**src/rtl/gcd_pkg.sv**
```systemverilog
// Shared definitions for the GCD block family.
//   GcdWidth  default operand width in bits
//   CntWidth  width of the feeder's issue/drop statistics counters
//   feeder_state_e  operand feeder FSM states
package gcd_pkg;

    localparam int unsigned GcdWidth = 8;
    localparam int unsigned CntWidth = 16;

    typedef enum logic [1:0] {
        StIdle,
        StIssue,
        StWait
    } feeder_state_e;

endpackage

```
**src/rtl/gcd_operand_feeder_if.sv**
```systemverilog
// Producer/core handshake bundle seen by the operand feeder.
//   wr_valid/wr_ready/wr_a/wr_b       producer write channel
//   input_available                   core is in READY
//   operand_A/operand_B/input_ready   operands and start pulse to the core
// master: producer + core side; slave: the feeder.
interface gcd_operand_feeder_if #(
    parameter int unsigned width = gcd_pkg::GcdWidth
);
    logic             wr_valid;
    logic             wr_ready;
    logic [width-1:0] wr_a;
    logic [width-1:0] wr_b;
    logic             input_available;
    logic [width-1:0] operand_A;
    logic [width-1:0] operand_B;
    logic             input_ready;

    modport master (
        output wr_valid, wr_a, wr_b, input_available,
        input  wr_ready, operand_A, operand_B, input_ready
    );

    modport slave (
        input  wr_valid, wr_a, wr_b, input_available,
        output wr_ready, operand_A, operand_B, input_ready
    );
endinterface

```
**src/rtl/gcd_pair_fifo.sv**
```systemverilog
// Synchronous FIFO of {a, b} operand pairs.
//   clk, rst_n        clock, asynchronous active-low reset (clears pointers/count)
//   push, push_a/b    write a pair (ignored when full)
//   pop               drop the head pair (ignored when empty)
//   head_a/head_b     current head pair
//   count/full/empty  occupancy
// depth must be a power of two so the pointers wrap naturally.
module gcd_pair_fifo
    import gcd_pkg::*;
#(
    parameter int unsigned width = GcdWidth,
    parameter int unsigned depth = 4
) (
    input  logic                    clk,
    input  logic                    rst_n,
    input  logic                    push,
    input  logic [width-1:0]        push_a,
    input  logic [width-1:0]        push_b,
    input  logic                    pop,
    output logic [width-1:0]        head_a,
    output logic [width-1:0]        head_b,
    output logic [$clog2(depth):0]  count,
    output logic                    full,
    output logic                    empty
);
    localparam int unsigned PtrWidth = $clog2(depth);
    localparam logic [PtrWidth:0] CountFull = (PtrWidth + 1)'(depth);

    logic [2*width-1:0]  mem [depth];
    logic [PtrWidth-1:0] wr_ptr_q, rd_ptr_q;
    logic [PtrWidth:0]   count_q;
    logic                do_push, do_pop;

    assign full    = (count_q == CountFull);
    assign empty   = (count_q == '0);
    assign do_push = push && !full;
    assign do_pop  = pop && !empty;

    always_ff @(posedge clk or negedge rst_n) begin
        if (!rst_n) begin
            wr_ptr_q <= '0;
            rd_ptr_q <= '0;
            count_q  <= '0;
        end else begin
            if (do_push) wr_ptr_q <= wr_ptr_q + PtrWidth'(1);
            if (do_pop)  rd_ptr_q <= rd_ptr_q + PtrWidth'(1);
            unique case ({do_push, do_pop})
                2'b10:   count_q <= count_q + (PtrWidth + 1)'(1);
                2'b01:   count_q <= count_q - (PtrWidth + 1)'(1);
                default: count_q <= count_q;
            endcase
        end
    end

    // Storage needs no reset; occupancy is tracked by count_q.
    always_ff @(posedge clk) begin
        if (do_push) mem[wr_ptr_q] <= {push_a, push_b};
    end

    assign {head_a, head_b} = mem[rd_ptr_q];
    assign count = count_q;
endmodule

```
**src/rtl/gcd_operand_feeder.sv**
```systemverilog
// Operand stage in front of the GCD core: buffers producer pairs and issues them
// one at a time through the core's input_available/input_ready handshake.
//   sys_clk, sys_rst_n  clock, asynchronous active-low reset
//   bus                 slave side of gcd_operand_feeder_if (producer + core)
//   fifo_count          pairs currently stored
//   issue_cnt           pairs issued (wraps)
//   drop_cnt            pairs discarded by the zero filter (wraps)
// Optional: define GCD_FEEDER_ZERO_SKIP_EN to discard pairs holding a zero
// operand, which would otherwise hang the subtractive core.
module gcd_operand_feeder
    import gcd_pkg::*;
#(
    parameter int unsigned width = GcdWidth,
    parameter int unsigned DEPTH = 4
) (
    input  logic                    sys_clk,
    input  logic                    sys_rst_n,
    gcd_operand_feeder_if.slave     bus,
    output logic [$clog2(DEPTH):0]  fifo_count,
    output logic [CntWidth-1:0]     issue_cnt,
    output logic [CntWidth-1:0]     drop_cnt
);
    feeder_state_e       state_q, state_d;
    logic                fifo_full, fifo_empty, fifo_pop;
    logic [width-1:0]    head_a, head_b;
    logic                head_zero;
    logic                load, drop, issue;
    logic [width-1:0]    operand_a_q, operand_b_q;
    logic                input_ready_q;
    logic [CntWidth-1:0] issue_cnt_q;

    gcd_pair_fifo #(
        .width (width),
        .depth (DEPTH)
    ) u_fifo (
        .clk    (sys_clk),
        .rst_n  (sys_rst_n),
        .push   (bus.wr_valid),
        .push_a (bus.wr_a),
        .push_b (bus.wr_b),
        .pop    (fifo_pop),
        .head_a (head_a),
        .head_b (head_b),
        .count  (fifo_count),
        .full   (fifo_full),
        .empty  (fifo_empty)
    );

    // A pop in the same cycle does not open a slot while full.
    assign bus.wr_ready = !fifo_full;

`ifdef GCD_FEEDER_ZERO_SKIP_EN
    assign head_zero = (head_a == '0) || (head_b == '0);
`else
    assign head_zero = 1'b0;
`endif

    always_ff @(posedge sys_clk or negedge sys_rst_n) begin
        if (!sys_rst_n) state_q <= StIdle;
        else            state_q <= state_d;
    end

    always_comb begin
        state_d = state_q;
        unique case (state_q)
            StIdle:  if (!fifo_empty && !head_zero && bus.input_available) state_d = StIssue;
            StIssue: state_d = StWait;
            // Wait for the core to leave READY so one availability window issues once.
            StWait:  if (!bus.input_available) state_d = StIdle;
            default: state_d = StIdle;
        endcase
    end

    always_comb begin
        load  = 1'b0;
        drop  = 1'b0;
        issue = 1'b0;
        unique case (state_q)
            StIdle: begin
                if (!fifo_empty) begin
                    if (head_zero)                drop = 1'b1;
                    else if (bus.input_available) load = 1'b1;
                end
            end
            StIssue: issue = 1'b1;
            default: ;
        endcase
    end

    assign fifo_pop = load || drop;

    // input_ready is registered from the ISSUE state, so the pulse lags the
    // operand load by one cycle and operands are stable before it.
    always_ff @(posedge sys_clk or negedge sys_rst_n) begin
        if (!sys_rst_n) begin
            operand_a_q   <= '0;
            operand_b_q   <= '0;
            input_ready_q <= 1'b0;
            issue_cnt_q   <= '0;
        end else begin
            if (load) begin
                operand_a_q <= head_a;
                operand_b_q <= head_b;
            end
            input_ready_q <= issue;
            if (issue) issue_cnt_q <= issue_cnt_q + CntWidth'(1);
        end
    end

`ifdef GCD_FEEDER_ZERO_SKIP_EN
    logic [CntWidth-1:0] drop_cnt_q;

    always_ff @(posedge sys_clk or negedge sys_rst_n) begin
        if (!sys_rst_n)  drop_cnt_q <= '0;
        else if (drop)   drop_cnt_q <= drop_cnt_q + CntWidth'(1);
    end

    assign drop_cnt = drop_cnt_q;
`else
    assign drop_cnt = '0;
`endif

    assign bus.operand_A   = operand_a_q;
    assign bus.operand_B   = operand_b_q;
    assign bus.input_ready = input_ready_q;
    assign issue_cnt       = issue_cnt_q;
endmodule

```
**src/flat_wrapper.sv**
```systemverilog
// flat-port wrapper written by rule: the top's interface ports become plain ports
module gcd_operand_feeder_flat import gcd_pkg::*;
#(
    parameter int unsigned width = GcdWidth,
    parameter int unsigned DEPTH = 4
)
  (sys_clk, sys_rst_n, fifo_count, issue_cnt, drop_cnt, bus_wr_valid, bus_wr_a, bus_wr_b, bus_input_available, bus_wr_ready, bus_operand_A, bus_operand_B, bus_input_ready);
  gcd_operand_feeder_if #(.width(width)) bus_i ();
  input  logic sys_clk;
  input  logic sys_rst_n;
  output logic [$clog2(DEPTH):0] fifo_count;
  output logic [CntWidth-1:0] issue_cnt;
  output logic [CntWidth-1:0] drop_cnt;
  input wire logic [$bits(bus_i.wr_valid)-1:0] bus_wr_valid;
  input wire logic [$bits(bus_i.wr_a)-1:0] bus_wr_a;
  input wire logic [$bits(bus_i.wr_b)-1:0] bus_wr_b;
  input wire logic [$bits(bus_i.input_available)-1:0] bus_input_available;
  output wire logic [$bits(bus_i.wr_ready)-1:0] bus_wr_ready;
  output wire logic [$bits(bus_i.operand_A)-1:0] bus_operand_A;
  output wire logic [$bits(bus_i.operand_B)-1:0] bus_operand_B;
  output wire logic [$bits(bus_i.input_ready)-1:0] bus_input_ready;
  assign bus_i.wr_valid = bus_wr_valid;
  assign bus_i.wr_a = bus_wr_a;
  assign bus_i.wr_b = bus_wr_b;
  assign bus_i.input_available = bus_input_available;
  assign bus_wr_ready = bus_i.wr_ready;
  assign bus_operand_A = bus_i.operand_A;
  assign bus_operand_B = bus_i.operand_B;
  assign bus_input_ready = bus_i.input_ready;
  gcd_operand_feeder #(.width(width), .DEPTH(DEPTH)) u_core (.sys_clk(sys_clk), .sys_rst_n(sys_rst_n), .bus(bus_i), .fifo_count(fifo_count), .issue_cnt(issue_cnt), .drop_cnt(drop_cnt));
endmodule
```
**config.mk**
```make
export PLATFORM = sky130hd
export DESIGN_NAME = gcd_operand_feeder_flat
export DESIGN_NICKNAME = d
export VERILOG_FILES = /design/src/rtl/gcd_pkg.sv /design/src/rtl/gcd_operand_feeder_if.sv /design/src/rtl/gcd_pair_fifo.sv /design/src/rtl/gcd_operand_feeder.sv /design/src/flat_wrapper.sv
export SDC_FILE = /design/constraint.sdc
export NUM_CORES = 1
export LEC_CHECK = 0
export BUFFER_PORTS_ARGS = -buffer_cell sky130_fd_sc_hd__buf_2
export CORE_UTILIZATION = 42
export CTS_CLUSTER_DIAMETER = 60
export DETAILED_ROUTE_END_ITERATION = 12
export PLACE_DENSITY = 0.73
export SLEW_MARGIN = 20
export SYNTH_ARGS = -nofsm -noshare
export SYNTH_HDL_FRONTEND = slang
export SYNTH_SLANG_ARGS = --single-unit
```
**constraint.sdc**
```tcl
create_clock -name sys_clk -period 3.44 [get_ports sys_clk]
set_input_delay 0.344 -clock sys_clk [delete_from_list [all_inputs] [get_ports sys_clk]]
set_output_delay 0.344 -clock sys_clk [all_outputs]
set_load 0.005 [all_outputs]
```
Yosys cells after proc, flatten, opt, wreduce, memory -nomap -nowiden
Memories as Yosys holds them, arrays and structs flattened. A register that Yosys moved wholly into a read port is not among the register bits.
Index checks and enable logic that the tools add are counted.
{"block": "totals", "ramBits": 64, "ff_bits": 26, "output_inout_bits": 53, "mem_count": 1, "input_bits": 20}
{"name": "u_core.u_fifo.mem", "words": 4, "word_bits": 16, "read_ports": 1, "rd_clocked_by_memory_dff": 1, "write_ports": 1, "line_no": "gcd_pair_fifo.sv:29", "rtl": "logic [2*width-1:0] mem [depth];"}
{"block": "classes", "reduce_logical": 10, "mux": 10, "n_addsub": 5, "n_eq_ne": 7}
{"op": "$add A16 B1 Y16 const B", "count": 1}
{"op": "$mux W1", "count": 6}
{"op": "$pmux W2 S3", "count": 1}
{"op": "$pmux W3 S2", "count": 1}
{"op": "$add A2 B1 Y2 const B", "count": 2}
{"op": "$eq A2 B1 Y1 const B", "count": 2}
{"op": "$eq A2 B2 Y1 const B", "count": 2}
{"op": "$mux W2", "count": 2}
{"op": "$add A3 B1 Y3 const B", "count": 1}
{"op": "$eq A3 B3 Y1 const B", "count": 1}
{"op": "$logic_and A1 B1 Y1", "count": 3}
{"op": "$logic_not A1 Y1", "count": 3}
{"op": "$logic_not A3 Y1", "count": 1}
{"op": "$sub A3 B1 Y3 const B", "count": 1}
{"op": "$logic_not A2 Y1", "count": 1}
{"op": "$ne A2 B1 Y1 const B", "count": 1}
{"op": "$ne A2 B2 Y1 const B", "count": 1}
{"op": "$reduce_and A2 Y1", "count": 1}
{"op": "$reduce_bool A2 Y1", "count": 1}

Longest topological paths before layout
Gate-level depths: netlist of run 1.
{"block": "depth", "ltp_word": 6, "ltp_mapped": 10}

Cells and area by module
A second synthesis of run 1 with hierarchy kept.
{"block": "unflattened", "hier_cells": 244, "hier_area_um2": 4316.6}
{"module": "gcd_pair_fifo", "area_per_inst_um2": 2775.2, "cells_each": 121, "instances": 1}
{"module": "gcd_operand_feeder", "area_per_inst_um2": 1541.5, "cells_each": 123, "instances": 1}

Worst setup path before layout of run 1
OpenSTA, ideal clock, no wires.
{"block": "synth_path", "kind": "reg2reg", "startpoint": "register u_core.u_fifo.count_q[2] (netlist: u_core.u_fifo.count[2])", "endpoint": "register u_core.u_fifo.count_q[2] (netlist: u_core.u_fifo.count[2])", "t_arrival_ps": 2139, "setup_slack_ps": 1222, "path_stages_with_launch": 11, "cell_sequence": "dfrtp_1 > nor3_1 > nor4b_1 > buf_2 > buf_2 > ha_1 > inv_1 > fa_1 > xor2_1 > nor2_1 > xor2_1"}
{"block": "synth_via", "elab_chain_len": 6, "word_cells_on_any_way": 14, "classes_between": "2 x add/sub; 3 x eq/ne; 3 x mux; 6 x reduce/logical"}
{"element": "from (decl)", "line_no": "gcd_pair_fifo.sv:31", "rtl": "logic [PtrWidth:0] count_q;"}
{"element": "from (signal assigned)", "line_no": "gcd_pair_fifo.sv:48", "rtl": "2'b10: count_q <= count_q + (PtrWidth + 1)'(1);"}
{"element": "from (signal assigned)", "line_no": "gcd_pair_fifo.sv:49", "rtl": "2'b01: count_q <= count_q - (PtrWidth + 1)'(1);"}
{"element": "from (signal assigned)", "line_no": "gcd_pair_fifo.sv:50", "rtl": "default: count_q <= count_q;"}
{"element": "$logic_not A3 Y1 *", "line_no": "gcd_pair_fifo.sv:35", "rtl": "assign empty = (count_q == '0);"}
{"element": "$mux W1", "line_no": "gcd_operand_feeder.sv:80", "rtl": "if (!fifo_empty) begin"}
{"element": "$mux W1", "line_no": "gcd_operand_feeder.sv:78", "rtl": "unique case (state_q)"}
{"element": "$logic_and A1 B1 Y1 *", "line_no": "gcd_pair_fifo.sv:37", "rtl": "assign do_pop = pop && !empty;"}
{"element": "net u_core.u_fifo.do_pop", "line_no": "gcd_pair_fifo.sv:32", "rtl": "logic do_push, do_pop;"}
{"element": "$eq A2 B1 Y1 / $eq A2 B2 Y1 (equally long branches)", "line_no": "gcd_pair_fifo.sv:47", "rtl": "unique case ({do_push, do_pop})"}
{"element": "$pmux W3 S2 / $reduce_bool A2 Y1 (equally long branches)"}
The timed path passes the listed nets; every way through them passes the cells marked *.
A chain may end at the register's enable or synchronous reset.

Worst setup path in the final report of run 1
{"block": "layout_path", "startpoint": "register u_core.u_fifo.count_q[2] (netlist: u_core.u_fifo.count[2])", "endpoint": "register u_core.u_fifo.count_q[2] (netlist: u_core.u_fifo.count[2])"}
{"block": "layout_via", "elab_chain_len": 6, "word_cells_on_any_way": 14, "classes_between": "2 x add/sub; 3 x eq/ne; 3 x mux; 6 x reduce/logical"}
{"element": "$logic_not A3 Y1", "line_no": "gcd_pair_fifo.sv:35"}
{"element": "$mux W1", "line_no": "gcd_operand_feeder.sv:80"}
{"element": "$mux W1", "line_no": "gcd_operand_feeder.sv:78"}
{"element": "$logic_and A1 B1 Y1", "line_no": "gcd_pair_fifo.sv:37"}
{"element": "$eq A2 B1 Y1 / $eq A2 B2 Y1 (equally long branches)", "line_no": "gcd_pair_fifo.sv:47"}
{"element": "$pmux W3 S2 / $reduce_bool A2 Y1 (equally long branches)"}
Several ways; a longest one is shown, not always the timed one.

==> results of run 1 <==
==> cell type report <==
class | instances | area, um2 | share of cell area (%)
multi-input cells | 122 | 1150 | 23.9
clock buffers | 9 | 124 | 2.57
repair buffers | 58 | 295 | 6.12
clock inverters | 7 | 77.6 | 1.61
inverters | 9 | 33.8 | 0.700
flip-flops and latches | 106 | 2970 | 61.6
well taps | 133 | 166 | 3.45
==> Yosys cell counts (all sizes together) <==
cell and number:
nand2 11, mux2i 1, buf 22, clkbuf 2, o21ai 2, xnor2 12, nand2b 1, nand3b 1
or3 3, mux4 16, nor4 1, nor2 6, ha 6, conb 1, or4 1, and3 4
inv 9, and2 1, edfxtp 64, fa 1, dfrtp 42, nor3 2, nor4b 2, mux2 17
nand4 3, nand3 6, xor2 8, and4 1
==> power by group <==
group / switching [uW] / internal, uW / leakage [uW]
logic: 490 / 561 / 0.000745
clock network: 416 / 343 / 0.0000954
registers: 205 / 1710 / 0.00111
total: 1110 / 2610 / 0.00195
==> state kept, by name, summed over array words and instances (netlist names) <==
register                cells
u_core.u_fifo.mem          64
u_core.u_fifo.wr_ptr_q      2
u_core.u_fifo.count         3
u_core.issue_cnt           16
u_core.bus.input_ready      1
u_core.bus.operand_A        8
u_core.state_q              2
u_core.bus.operand_B        8
u_core.u_fifo.rd_ptr_q      2
==> path summary, 6_finish.rpt <==
kind                                                           end  slack (ps)
worst max-delay path            u_core.u_fifo.count[2]$_DFFE_PN0P_        1250
worst min-delay path              u_core.issue_cnt[12]$_DFFE_PN0P_         130
worst max register to register  u_core.u_fifo.count[2]$_DFFE_PN0P_        1250
worst min register to register    u_core.issue_cnt[15]$_DFFE_PN0P_         480
max in group asynchronous       u_core.u_fifo.count[1]$_DFFE_PN0P_        2720
min in group sys_clk             u_core.u_fifo.mem[0][5]$_DFFE_PP_         190
==> cell families after synthesis <==
kind of cell / share of synthesized area (%)
AOI/OAI and AO/OA: 0.235
DFF: 69.7
adders and majority gates: 2.23
buffers and inverters: 4.78
other: 0.0879
xor gates and xnor gates: 4.10
and+or+nand+nor: 5.75
muxes: 13.2
==> layer usage <==
metal | global-route usage (%) | up-vias
met5 | 0 | -
met4 | 2.93 | 0
met3 | 5.63 | 7
met2 | 25.8 | 70
met1 | 17.1 | 1084
li1 | - | 988
==> stage by stage <==
stage / cells / area [um2] / hold WS, ps
2_1_floorplan: 261 / 4320 / 48.4
3_3_place_gp: 428 / 4620 / 458
3_5_place_dp: 428 / 4620 / 482
4_1_cts: 444 / 4820 / 152
5_1_grt: 444 / 4820 / 165
6_report: 444 / 4820 / 133
==> summary.md, run 1 <==
| Metric | Value |
|---|---|
| Status | `complete, no violations` |
| Pre-CTS WS | `around 1200 ps` |
| H-tree depth | `3` |
| Final Worst Setup Slack | `between 1000 and 1500 ps` |
| TNS Setup | `0 ps` |
| Initial Util | `43.5%` |
| Wl on met1 | `2810 um` |
| Reg clk slew, reported paths | `90 ps` |
| Final Net Count | `~330` |
| Power, Total | `3730 uW` |
| Pwr dens | `slightly below 800 nW/um2` |
| Grt total ovfl | `0` |
| R2r worst-path depth | `9` |
| Hold crit path type | `primary input to asynchronous set/reset pin` |
| Synth warnings | `0` |
| CP top delay family | `adder cells` |
| Total number of vias | `2149` |
| Clk root buf | `clkbuf_8` |
| Clock sink count | `roughly 110` |
| CP Launch Point | `u_core.u_fifo.count[2]$_DFFE_PN0P_` |
| CTS tree | `built` |
| Initial antenna violation count | `0` |
| Cell mode on critical path | `xor2_1` |
| Core footprint | `9820 um2` |
| GPL Wtd Cong | `0.753` |
| Io pins | `73` |
| DR pass1 iterations | `4` |
| DRC | `0` |
| First-pass GRT wire length | `11200 um` |
| Post-cts sizing count | `0` |
| Util after Layout | `49.1%` |
| Leakage | `~0.0020 uW` |
| Final Cycle Share | `63.7%` |
| Clk_lat worst skew | `360 ps` |
| Critical-path top delay cell | `dfrtp_1` |
| DIE AREA | `between 10000 and 15000 um2` |
| Hold Vio Cnt, Final | `0` |
| Worst path max stage delay | `410 ps` |
| Mapped Area | `4270 um2` |
| CP Depth | `9` |
| Reg2reg start | `u_core.u_fifo.count[2]$_DFFE_PN0P_` |
| Crit-path max FO | `19` |
| Worst path buffer plus inverter count | `2` |
| Max Freq | `roughly 460 MHz` |
| CP Launch Type | `flop` |
| Post-synth top area share | `45.0%` |
| Largest net degree at the start of global routing | `43` |
| Area Growth Syn to Fin | `13.0%` |
| Data required, critical path | `3720 ps` |
| Tmin final | `2190 ps` |
| Crit-path cells | `nor3_1, nor4b_2, buf_4, ha_1, inv_1, fa_1, xor2_1, nor2_1, xor2_1` |
| WL met2 | `3530 um` |
| Distinct cells, synth | `30` |
| Synth Register Bits | `106` |
| Top cells by area, synth | `edfxtp_1 45%, dfrtp_1 25%, mux4_2 8.4%, mux2_2 4.5%, buf_4 2.8%` |
| Sequential area share after synthesis | `~70%` |
| Post-route ant nets | `0` |
| Die Ht | `103 um` |
| Post-CTS setup buffers | `0` |
| HPWL Detailed | `4430 um` |
| Yosys top cell by area | `edfxtp_1` |
| Max-Cap Viols | `0` |
| Row Count | `36` |
| Deepest clock path buffer count | `2` |
| Worst slew pin tran | `about 950 ps` |
| Final setup vio count | `0` |
| Critical path type | `flop to flop` |
| Initial DRC count | `39` |
| Chip Width | `103 um` |
| Via-to-Cell Ratio | `4.84` |
| Final WL | `6840 um` |
| Routed length per instance | `15.4 um` |
| RSZ-0062 raised after global routing | `no` |
| Gr usage total | `~15%` |
| Slew HR | `36.7%` |
| Buffers added on ports | `56` |
| Filler cells | `857` |
| Met3 wire length | `437 um` |
| Vias in the first global route | `2217` |
| Worst Setup End Kind | `flop` |
| Most common cell after layout, fill and taps aside | `edfxtp_1` |
| Hold Buf Count CTS | `0` |
| Clk_skew | `12.4 ps` |
| Peak supply drop | `0.378 mV` |
| Ant diodes | `0` |
| Syn Area/Cell | `17.3 um2` |
| Max-slew violation count | `0` |
| Most frequent cells in the layout | `64 x edfxtp_1, 56 x buf_2, 42 x dfrtp_1` |
| Highest metal used | `met4` |
| CTS buffer count | `9` |
| Arrival @ worst endpoint | `2470 ps` |
| Share of layout cells above drive strength 1 | `35.0%` |
| Mapped Cells | `246` |
Power figures use the tool's default switching activity.
==> run 2, diff against run 1 <==
Settings changed: PLACE_DENSITY 0.73 to 0.75.
Clock period 3.44 ns to 1.9 ns, I/O delays scaled along.
==> summary.md, run 2 (synthesized netlist as in run 1, its figures left out) <==
| Metric | Value |
|---|---|
| Pre-CTS WS | `-102 ps` |
| Max-Cap Viols | `0` |
| Final Cycle Share | `96.9%` |
| Clk root buf | `clkbuf_8` |
| HPWL Detailed | `4730 um` |
| Initial DRC count | `70` |
| Core footprint | `between 9000 and 10000 um2` |
| H-tree depth | `3` |
| Most common cell after layout, fill and taps aside | `edfxtp_1` |
| Final Worst Setup Slack | `just under 60 ps` |
| Max Freq | `543 MHz` |
| Area Growth Syn to Fin | `17.2%` |
| Max-slew violation count | `0` |
| Critical-path top delay cell | `dfrtp_2` |
| Total number of vias | `2240` |
| DR pass1 iterations | `4` |
| Most frequent cells in the layout | `64 x edfxtp_1, 56 x buf_2, 41 x dfrtp_1` |
| Vias in the first global route | `2333` |
| Arrival @ worst endpoint | `about 2100 ps` |
| Leakage | `0.00204 uW` |
| DRC | `0` |
| Die Ht | `103 um` |
| Hold Vio Cnt, Final | `0` |
| CP top delay family | `adder cells` |
| Grt total ovfl | `0` |
| Reg2reg start | `u_core.state_q[0]$_DFFE_PN0P_` |
| Clock sink count | `~110` |
| DIE AREA | `between 10000 and 15000 um2` |
| CP Launch Type | `flop` |
| Final WL | `7160 um` |
| Peak supply drop | `0.705 mV` |
| Tmin final | `1840 ps` |
| Largest net degree at the start of global routing | `43` |
| Initial antenna violation count | `0` |
| Post-route cell area | `5000 um2` |
| Placed cell areas | `approximately 4800 um2` |
| Row Count | `36` |
| Post-route ant nets | `0` |
| Data required, critical path | `2190 ps` |
| Biggest register | `u_core.u_fifo.mem` |
| Final setup vio count | `0` |
| Gr usage total | `15.0%` |
| Cell mode on critical path | `xor2_1` |
| Io pins | `73` |
| CTS buffer count | `9` |
| CTS tree | `built` |
| Hold wc startpoint | `bus_wr_b[6]` |
| Crit-path cells | `nor4b_4, ha_4, inv_2, fa_2, xor2_1, nor2_1, xor2_1` |
| RSZ-0062 raised after global routing | `yes` |
| Worst path max stage delay | `450 ps` |
| First-pass GRT wire length | `11300 um` |
| GPL Wtd Cong | `0.788` |
| Initial Util | `43.5%` |
| Hold crit path type | `primary input to flop` |
| Via-to-Cell Ratio | `4.88` |
| Clk_lat worst skew | `360 ps` |
| Worst path buffer plus inverter count | `1` |
| Ant diodes | `0` |
| Max reg flops | `64` |
| Routed length per instance | `15.6 um` |
| Final std cells w/o fill | `between 400 and 500` |
| Crit-path max FO | `4` |
| Placed Cells | `approximately 440` |
| Status | `complete, no violations` |
| Pwr dens | `1400 nW/um2` |
| Reg clk slew, reported paths | `100 ps` |
| Critical path type | `flop to flop` |
| Clk_skew | `7.28 ps` |
| Final Net Count | `348` |
| Chip Width | `103 um` |
| Share of layout cells above drive strength 1 | `40.2%` |
| Deepest clock path buffer count | `2` |
| Worst Setup End Kind | `flop` |
| Buffers added on ports | `56` |
| CP Launch Point | `u_core.state_q[0]$_DFFE_PN0P_` |
## run 2: changes by cell type in the layout (fill, tap and decap cells not counted), moves of 2 or more
cell    previous run  this run
buf_4              2        14
buf_12             0         2
inv_1              9         7
inv_2              0         2
inv_6              1         3
## run 2: stage by stage
stage	hold WS (ps)	total power [uW]	setup TNS [ps]	utilization [%]
finish	35.1	7020	0	50.9
global route	18.6	7460	-65.9	50.9
CTS	19.0	7120	0	50.8
detailed placement	192	5700	-102	48.5
global placement	186	5590	-15.5	48.5
floorplan	-106	4850	-214	-
## run 2: what timing repair did
item	CTS	global route
setup endpoints to repair	1	1
setup buffers	1	0
hold buffers	1	0
gates resized for setup	2	3
pin swaps	2	2
hold endpoints to repair	42	0
## run 2: worst paths after layout
path,end,slack (ps),depth (start not counted)
max in group asynchronous,u_core.state_q[0]$_DFFE_PN0P_,1350,3
setup / recovery,u_core.u_fifo.count[2]$_DFFE_PN0P_,60,7
hold reg to reg,u_core.issue_cnt[15]$_DFFE_PN0P_,470,1
min in group asynchronous,u_core.issue_cnt[3]$_DFFE_PN0P_,330,3
setup reg to reg,u_core.u_fifo.count[2]$_DFFE_PN0P_,60,7
hold / removal,u_core.u_fifo.mem[1][6]$_DFFE_PP_,40,1
## run 2: final cells by class
class	instances	area, um2
clock buffer	10	128
clock inverter	6	72.6
fill	839	4820
inverter	9	33.8
multi-input combinational	122	1190
sequential	106	2970
tap	133	166
timing repair buffer	73	435
## run 2: power breakdown
group,leakage [uW],total (uW),switching (uW),internal (uW)
Combinational,0.000835,2230,1000,1220
Sequential,0.00111,3420,324,3090
Clock,0.0000979,1380,750,626
Total,0.00204,7020,2080,4940
## run 2: metal layers
metal / vias up / wire length (um) / track usage [%]
met4: 0 / 97 / 5.42
met2: 69 / 3710 / 26.5
met1: 1143 / 2950 / 17.5
met3: 9 / 397 / 4.27
li1: 1019 / - / -
met5: - / 0 / 0
==> run 3, diff against run 2 <==
Settings changed: ABC_AREA set to 1, GPL_TIMING_DRIVEN set to 0, PLACE_DENSITY 0.75 to 0.72.
Clock period 1.9 ns to 2.37 ns, I/O delays scaled along.
==> summary.md, run 3 <==
| Metric | Value |
|---|---|
| GPL Wtd Cong | `0.766` |
| Deepest clock path buffer count | `2` |
| Final Cycle Share | `92.3%` |
| Ys flop type | `edfxtp_1` |
| Post-synth top area share | `42.8%` |
| Critical-path top delay cell | `dfrtp_1` |
| Reg2reg start | `u_core.state_q[0]$_DFFE_PN0P_` |
| Vias in the first global route | `approximately 2800` |
| Pre-CTS WS | `185 ps` |
| Clk_skew | `11.3 ps` |
| Crit-path cells | `nor2_2, nand3_4, inv_4, buf_6, ha_1, inv_1, fa_1, a21oi_1, o21ai_0, xor2_1` |
| Most common cell after layout, fill and taps aside | `nand2_1` |
| Worst path max stage delay | `~440 ps` |
| Clk_lat worst skew | `360 ps` |
| Placed cell areas | `5040 um2` |
| P_sw | `2100 uW` |
| Clk root buf | `clkbuf_8` |
| Die Ht | `105 um` |
| Distinct cells, synth | `28` |
| Final Worst Setup Slack | `around 180 ps` |
| Peak supply drop | `0.663 mV` |
| Flop pwr share | `47.4%` |
| Buffers added on ports | `56` |
| Final setup vio count | `0` |
| DRC | `0` |
| Row Count | `37` |
| Total number of vias | `2960` |
| Chip Width | `105 um` |
| Synth Register Bits | `106` |
| Critical path type | `flop to flop` |
| Top-count cell post-synth | `nand2_1` |
| Util after Layout | `50.7%` |
| Routed length per instance | `13.9 um` |
| TNS Setup | `0 ps` |
| RSZ-0062 raised after global routing | `no` |
| Worst Setup End Kind | `flop` |
| Post-synth EDFFs | `64` |
| Power, Total | `~5700 uW` |
| Max-slew violation count | `0` |
| Synth warnings | `0` |
| Via-to-Cell Ratio | `between 4 and 5` |
| CTS buffer count | `9` |
| Initial Util | `43.5%` |
| Sw Share | `a little under two fifths` |
| Data required, critical path | `2610 ps` |
| Hold crit path type | `primary input to flop` |
| Combinational Power Share | `a little over a third` |
| Post-route ant nets | `0` |
| Final Net Count | `around 520` |
| Io pins | `73` |
| Final WL | `between 8000 and 9000 um` |
| Top cells by area, synth | `edfxtp_1 43%, dfrtp_1 23%, nand2_1 6.3%, nor2_1 5.3%, o21ai_0 4.6%` |
| Slew HR | `38.4%` |
| HPWL Detailed | `5850 um` |
| Syn Area/Cell | `11.1 um2` |
| Filler cells | `942` |
| Arrival @ worst endpoint | `~2400 ps` |
| Clock power share | `18.0%` |
| Area Growth Syn to Fin | `16.4%` |
| Internal power | `approximately 3600 uW` |
| Most frequent cells in the layout | `75 x nand2_1, 64 x edfxtp_1, 63 x buf_2` |
| DR pass1 iterations | `4` |
| Initial antenna violation count | `1` |
| Crit-path max FO | `10` |
| Biggest register | `u_core.u_fifo.mem` |
| CP Launch Type | `flop` |
| Worst slew pin tran | `923 ps` |
| Hold Vio Cnt, Final | `0` |
| CTS tree | `built` |
| Initial DRC count | `approximately 170` |
| Grt total ovfl | `0` |
| Hold wc startpoint | `bus_wr_a[7]` |
| Yosys top cell by area | `edfxtp_1` |
| Sequential area share after synthesis | `66.2%` |
| Reg clk slew, reported paths | `110 ps` |
| Clock sink count | `around 110` |
| Async set-reset flop share out of synthesis | `between 30 and 40%` |
| Share of layout cells above drive strength 1 | `25.3%` |
| Most common library cells after synthesis | `75 x nand2_1, 64 x edfxtp_1, 64 x nor2_1` |
| Status | `complete, no violations` |
| Tmin final | `2190 ps` |
| H-tree depth | `3` |
| Max Freq | `roughly 460 MHz` |
| Max-Cap Viols | `0` |
| First-pass GRT wire length | `13900 um` |
| Core footprint | `10300 um2` |
| Pwr dens | `around 1100 nW/um2` |
| Ant diodes | `0` |
| Leakage | `around 0.0024 uW` |
| Mapped Cells | `just over 400` |
| Mapped Area | `between 4000 and 5000 um2` |
| CP Launch Point | `u_core.state_q[0]$_DFFE_PN0P_` |
| Max reg flops | `64` |
| Gr usage total | `between 10% and 20%` |
| Post-route cell area | `5230 um2` |
| DIE AREA | `11100 um2` |
| Largest net degree at the start of global routing | `between 40 and 50` |
==> run 3: cell types whose count changed after synthesis, moves of 5 or more <==
cell / change
mux4_2: -16
o21ai_1: +11
nor2_2: +6
nand2_1: +64
nor2_1: +58
o21ai_0: +39
inv_1: +16
xnor2_1: -5
mux2_2: -17
==> run 3: layout make-up <==
type                    count  area [um2]  area share (%)
flip-flops and latches    106        2970            56.8
multi-input cells         255        1280            24.5
clock inverters             6        47.5           0.909
clock buffers              10         128            2.44
well taps                 136         170            3.25
plain buffers              28         191            3.66
repair buffers             60         327            6.24
inverters                  29         111            2.13
==> run 3: layer usage <==
layer  track usage (%)  part of all wire, %  vias to the layer above
li1                  -                    -                     1453
met1              20.8                   44                     1416
met2              28.0                   49                       83
met3              4.02                  5.9                        6
met4              5.33                 0.71                        2
met5                 0                 0.15                        -
==> run 3: logic make-up (layout without fill, tap and decap cells) <==
kind of cell	count (synthesis)	in the layout	synth area share, %
buffers and inverters	57	133	6.74
XOR/XNOR	16	16	3.12
adder cells (fa/ha/maj)	7	7	2.12
AND/OR/NAND/NOR	162	162	15.7
AO/OA/AOI/OAI	54	54	6.02
other	1	16	0.0835
flip-flops	106	106	66.2
==> run 3: per-stage QoR <==
stage | instances | hold WS (ps)
global placement | 610 | 450
global route | 630 | 57.5
detailed placement | 613 | 458
CTS | 629 | 67.2
floorplan | 418 | -58.6
finish | 630 | 84.1
==> run 3: power groups by stage <==
| stage | clock network [uW] | logic [uW] | registers [uW] |
|---|---|---|---|
| CTS | 1050 | 2000 | 2700 |
| floorplan | 0 | 1260 | 2730 |
| detailed placement | 0 | 1980 | 2740 |
| global route | 1120 | 2240 | 2750 |
| finish | 1020 | 1970 | 2690 |
| global placement | 0 | 1880 | 2730 |
==> run 3: critical path, delay by kind of cell, from the launching register on <==
family / cells / cell delay (ps)
DFF: 1 / 440
and+or+nand+nor: 2 / 330
AOI/OAI and AO/OA: 2 / 260
xor gates and xnor gates: 1 / 150
adders and majority gates: 2 / 520
buffers and inverters: 3 / 370
==> run 3: path summary, 6_finish.rpt <==
| path | end | slack (ps) | depth (start not counted) |
|---|---|---|---|
| max | u_core.u_fifo.count[2]$_DFFE_PN0P_ | 180 | 10 |
| min | u_core.u_fifo.mem[2][15]$_DFFE_PP_ | 80 | 1 |
| max reg2reg | u_core.u_fifo.count[2]$_DFFE_PN0P_ | 180 | 10 |
| min reg2reg | u_core.bus.operand_A[5]$_DFFE_PN0N_ | 480 | 2 |
| max in group asynchronous | u_core.bus.operand_A[2]$_DFFE_PN0N_ | 1580 | 2 |
| min in group asynchronous | u_core.bus.input_ready$_DFF_PN0_ | 410 | 2 |
==> run 3: what timing repair did <==
action	CTS	global route
hold endpoints to repair	0	42
hold buffers	0	1
buffers inserted	0	0
setup endpoints to repair	0	0
gates resized for setup	0	0
